`src/rtl/nibble_serial_adder.sv`:
```
// Nibble-serial adder/subtractor: a WIDTH-bit A+B+Cin or A-B computed one
// nibble per clock through a single 4-bit ripple-carry slice, with
// valid/ready handshakes on the operand and result sides.

// 4-bit ripple-carry adder slice.
module rca_4 (
   input  logic [3:0] a_i,
   input  logic [3:0] b_i,
   input  logic       cin_i,
   output logic [3:0] sum_o,
   output logic       cout_o
);

   logic [4:0] c;

   // Bit-by-bit ripple of the carry through the slice.
   always_comb begin
      c     = '0;
      sum_o = '0;
      c[0]  = cin_i;
      for (int unsigned i = 0; i < 4; i++) begin
         sum_o[i] = a_i[i] ^ b_i[i] ^ c[i];
         c[i+1]   = (a_i[i] & b_i[i]) | (c[i] & (a_i[i] ^ b_i[i]));
      end
   end

   assign cout_o = c[4];

endmodule

module nibble_serial_adder #(
   parameter int unsigned WIDTH = 32
) (
   input  logic             clk,
   input  logic             rst,
   input  logic             in_valid,
   output logic             in_ready,
   input  logic [WIDTH-1:0] A,
   input  logic [WIDTH-1:0] B,
   input  logic             Cin,
   input  logic             Sub,
   output logic             out_valid,
   input  logic             out_ready,
   output logic [WIDTH-1:0] Sum,
   output logic             Cout,
   output logic             Overflow
);

   localparam int unsigned NIB  = WIDTH / 4;
   localparam int unsigned CW   = (NIB > 1) ? $clog2(NIB) : 1;
   localparam logic [CW-1:0] LAST = CW'(NIB - 1);

   typedef enum logic [1:0] {
      IDLE = 2'd0,
      RUN  = 2'd1,
      DONE = 2'd2
   } state_t;

   state_t           state_q, state_d;
   logic [WIDTH-1:0] opa_q, opa_d;
   logic [WIDTH-1:0] opb_q, opb_d;
   logic [WIDTH-1:0] res_q, res_d;
   logic [WIDTH-1:0] sum_q, sum_d;
   logic [CW-1:0]    cnt_q, cnt_d;
   logic             carry_q, carry_d;
   logic             cout_q, cout_d;
   logic             ovf_q, ovf_d;
   logic             amsb_q, amsb_d;
   logic             bmsb_q, bmsb_d;

   logic [3:0]       slice_sum;
   logic             slice_cout;

   rca_4 u_slice (
      .a_i    (opa_q[3:0]),
      .b_i    (opb_q[3:0]),
      .cin_i  (carry_q),
      .sum_o  (slice_sum),
      .cout_o (slice_cout)
   );

   // Next-state logic: operand capture, per-nibble shift and completion.
   always_comb begin
      state_d = state_q;
      opa_d   = opa_q;
      opb_d   = opb_q;
      res_d   = res_q;
      sum_d   = sum_q;
      cnt_d   = cnt_q;
      carry_d = carry_q;
      cout_d  = cout_q;
      ovf_d   = ovf_q;
      amsb_d  = amsb_q;
      bmsb_d  = bmsb_q;
      unique case (state_q)
         IDLE: begin
            if (in_valid) begin
               opa_d   = A;
               opb_d   = Sub ? ~B : B;
               carry_d = Sub ? 1'b1 : Cin;
               cnt_d   = '0;
               amsb_d  = A[WIDTH-1];
               bmsb_d  = Sub ? ~B[WIDTH-1] : B[WIDTH-1];
               state_d = RUN;
            end
         end
         RUN: begin
            opa_d   = {4'b0000, opa_q[WIDTH-1:4]};
            opb_d   = {4'b0000, opb_q[WIDTH-1:4]};
            res_d   = {slice_sum, res_q[WIDTH-1:4]};
            carry_d = slice_cout;
            if (cnt_q == LAST) begin
               // Counter holds at LAST so it never wraps.
               sum_d   = {slice_sum, res_q[WIDTH-1:4]};
               cout_d  = slice_cout;
               ovf_d   = (amsb_q == bmsb_q) && (slice_sum[3] != amsb_q);
               state_d = DONE;
            end else begin
               cnt_d = cnt_q + CW'(1);
            end
         end
         DONE: begin
            if (out_ready) begin
               state_d = IDLE;
            end
         end
         default: state_d = IDLE;
      endcase
   end

   // State register with synchronous reset that discards any partial result.
   always_ff @(posedge clk) begin
      if (rst) begin
         state_q <= IDLE;
         opa_q   <= '0;
         opb_q   <= '0;
         res_q   <= '0;
         sum_q   <= '0;
         cnt_q   <= '0;
         carry_q <= 1'b0;
         cout_q  <= 1'b0;
         ovf_q   <= 1'b0;
         amsb_q  <= 1'b0;
         bmsb_q  <= 1'b0;
      end else begin
         state_q <= state_d;
         opa_q   <= opa_d;
         opb_q   <= opb_d;
         res_q   <= res_d;
         sum_q   <= sum_d;
         cnt_q   <= cnt_d;
         carry_q <= carry_d;
         cout_q  <= cout_d;
         ovf_q   <= ovf_d;
         amsb_q  <= amsb_d;
         bmsb_q  <= bmsb_d;
      end
   end

   assign in_ready  = (state_q == IDLE);
   assign out_valid = (state_q == DONE);
   assign Sum       = sum_q;
   assign Cout      = cout_q;
   assign Overflow  = ovf_q;

endmodule

```
`config.mk`:
```
export PLATFORM = sky130hd
export DESIGN_NAME = nibble_serial_adder
export DESIGN_NICKNAME = d
export VERILOG_FILES = /design/src/rtl/nibble_serial_adder.sv
export SDC_FILE = /design/constraint.sdc
export NUM_CORES = 1
export LEC_CHECK = 0
export CAP_MARGIN = 10
export CORE_AREA = 2 2 157 159
export CTS_BUF_LIST = sky130_fd_sc_hd__clkbuf_4 sky130_fd_sc_hd__clkbuf_8
export CTS_CLUSTER_SIZE = 12
export DETAILED_ROUTE_END_ITERATION = 8
export DIE_AREA = 0 0 159 161
export GPL_ROUTABILITY_DRIVEN = 0
export PLACE_DENSITY_LB_ADDON = 0.2
export SLEW_MARGIN = 40
export SYNTH_ARGS = -nofsm -noshare
export SYNTH_HDL_FRONTEND = slang
export SYNTH_SLANG_ARGS = --single-unit
```
`constraint.sdc`:
```
create_clock -name clk -period 2.71 [get_ports clk]
set_input_delay 0.542 -clock clk [delete_from_list [all_inputs] [get_ports clk]]
set_output_delay 0.542 -clock clk [all_outputs]
set_load 0.05 [all_outputs]
```
==> impl_metrics.py <==
metrics = {
    "outcome": {
        "status": "finished, final reports clean",
    },
    "min_path": {
        "hp-start": "Sum[4]",
        "min_to": "Sum[4]",
        "hold_depth": 2,
        "min-delay-path-class": "flip-flop to flip-flop",
    },
    "routing": {
        "ant_nets": 0,
        "drc": 0,
        "dr.pass1.iters": 4,
        "wl_per_cell_um": 14.0,
        "drt_iter0_drc": 218,
        "routed_wl_um": 14800,
        "via_count": 4552,
        "routed_via_density": 4.31,
    },
    "cells_and_area": {
        "fin_nets": 795,
        "mostFrequentLayoutCells": "nand2_1 (150), dfxtp_1 (134), a21oi_1 (119)",
        "postLayoutCoreUtil_pct": 30.3,
        "drive_gt1_share_pct": 9.02,
        "stdcell_count": 1056,
        "antenna_cells": 0,
        "area_growth_pct": 33.6,
        "layout_commonest_cell": "nand2_1",
    },
    "worst_setup_path": {
        "reg2reg_slack_ns": 0.27,
        "end_kind": "output pin",
        "worstSetupPathType": "flip-flop to output pin",
        "crit_path_start_kind": "flip-flop",
        "r2r_end": "Overflow",
        "cp.required_ns": 2.17,
        "path_max_fanout": 12,
        "r2r_cells": 9,
        "crit_arrival_ns": 2.03,
        "reg2reg_from": "opa_q[0]",
        "cp-startpoint": "state_q[1]",
    },
    "synthesis": {
        "yosys_warnings": 0,
        "synth-edff-count": 0,
        "avgSynthCellArea_sq_um": 8.53,
        "ys_async_sr_fraction_pct": 0,
        "netlist_instances": 638,
        "synth_top_area_cell": "dfxtp_1",
        "synth-seq-cells": 134,
        "synth_fp_nets": 714,
        "synthFlopType": "dfxtp_1",
        "ys_seq_area_share_pct": 49.3,
        "ys_types": 38,
        "synth.top_cell.area_share_pct": 49.3,
        "synth_area_sq_um": 5440,
        "synth.area.top_cells": "dfxtp_1 (49%), a21oi_1 (11%), nand2_1 (10%)",
    },
    "floorplan": {
        "rows": 57,
        "die_x_um": 159,
        "die_h_um": 161,
        "dieArea_sq_um": 25600,
        "start_util_pct": 22.7,
        "coreArea_sq_um": 24000,
        "io-pin-count": 106,
    },
    "sta": {
        "period_share_pct": 95.0,
        "slew-limit-headroom_pct": 60.8,
        "finalMaxSlewViolations": 0,
        "worstMarginPinSlew_ns": 0.586,
        "hold_ws_ns": 0.454,
        "finalWorstSetupSlack_ns": 0.136,
        "tns_ns": 0,
        "fin_crit_ns": 2.57,
        "skew_ns": 0.0100,
        "setup_viol": 0,
        "rsz0062_at_grt": "no",
        "hold_viol_final": 0,
        "fmax_mhz": 388,
    },
    "cts": {
        "insertion_delay_ns": 0.45,
        "cts.path.max_buffers": 2,
        "cts.htree.levels": 4,
        "post_cts_resized": 0,
        "numCtsBuffers": 17,
        "cts.root.buffer_cell": "clkbuf_8",
        "clk_pin_slew_ns": 0.08,
        "cts_tree": "built",
        "ctsHoldBuffers": 0,
        "clock_sinks": 134,
        "post-cts-setup-buffer-count": 0,
    },
    "grt": {
        "grt_overflow": 0,
        "gr-usage-all-layers_pct": 11.9,
        "grt_max_degree": 56,
        "grt_pass1_wl_um": 24300,
        "first_global_vias": 4589,
        "antenna_found_initial": 0,
    },
    "pwr": {
        "ir_drop_v": 0.000273,
        "powerDensity_nw_per_um2": 643,
        "p_leak_nw": 2.50,
    },
    "place": {
        "port_buffers": 105,
        "hpwl_um": 9610,
        "place_ws_ns": 0.264,
        "dpl.cell_count": 1024,
    },
    "job": {
        "maxCapViolations": 0,
    },
}
==> flip-flops by register name, summed over array words and instances, names as in the netlist <==
register and count:
cnt_q 3, Sum 32, Overflow 1, amsb_q 1
opa_q 32, state_q 2, opb_q 32, res_q 28
Cout 1, carry_q 1, bmsb_q 1
==> how the worst max path moves through the flow <==
stage                            to
after floorplan            Overflow
after global placement     Overflow
after detailed placement   Overflow
after CTS                 out_valid
after global routing      out_valid
final                     out_valid
==> cell usage after synthesis (2+ instances only) <==
master	instances
o2111ai_1	2
a221oi_1	2
dfxtp_1	134
nor2_1	25
nand2b_1	3
ha_1	2
o21ai_0	29
a211oi_1	5
inv_1	8
clkbuf_1	27
buf_2	20
buf_1	6
a221o_1	12
nand3b_1	2
or3_1	2
nand3_1	2
xor2_1	4
fa_1	4
o22ai_2	10
nand2_1	150
o22ai_1	6
buf_6	2
a21oi_1	119
xnor2_1	28
a22oi_1	21
==> per-stage QoR <==
step,area [sq um],total power [mW]
finish,7270,4.67
global route,7270,4.90
CTS,7270,4.75
detailed placement,6780,2.71
global placement,6780,2.71
floorplan,5440,2.49
==> critical path, stage by stage (launching register included) <==
cell,delay (ns)
dfxtp_1,0.55
and2b_1,0.23
clkdlybuf4s50_1,0.81
==> layout make-up <==
| type | count | area [sq um] |
|---|---|---|
| inverters | 8 | 30.0 |
| repair buffers | 119 | 1200 |
| clock buffers | 21 | 289 |
| clock inverters | 11 | 194 |
| fillers | 2620 | 16700 |
| well taps | 324 | 405 |
| flip-flops and latches | 134 | 2680 |
| multi-input cells | 439 | 2470 |
==> power breakdown <==
part	internal, mW	switching [mW]	leakage (nW)	total, mW
Clock	1.20	0.816	0.242	2.01
Combinational	0.248	0.285	1.16	0.533
Sequential	2.07	0.0591	1.09	2.12
==> logic make-up after synthesis <==
family | Yosys count | synth area share [%]
XOR/XNOR | 32 | 5.15
adder cells (fa/ha/maj) | 6 | 1.93
buffers and inverters | 65 | 5.73
flip-flops | 134 | 49.3
AO/OA/AOI/OAI | 211 | 23.8
AND/OR/NAND/NOR | 190 | 14.1
==> per-layer routing <==
metal	share of wire, %	global-route usage [%]	wire length (um)
met1	49	15.8	7210
met2	46	19.0	6810
met3	4.1	3.21	610
met4	1.1	3.84	161
met5	0	0	0
Note: power is estimated with default switching activity, not from simulation.
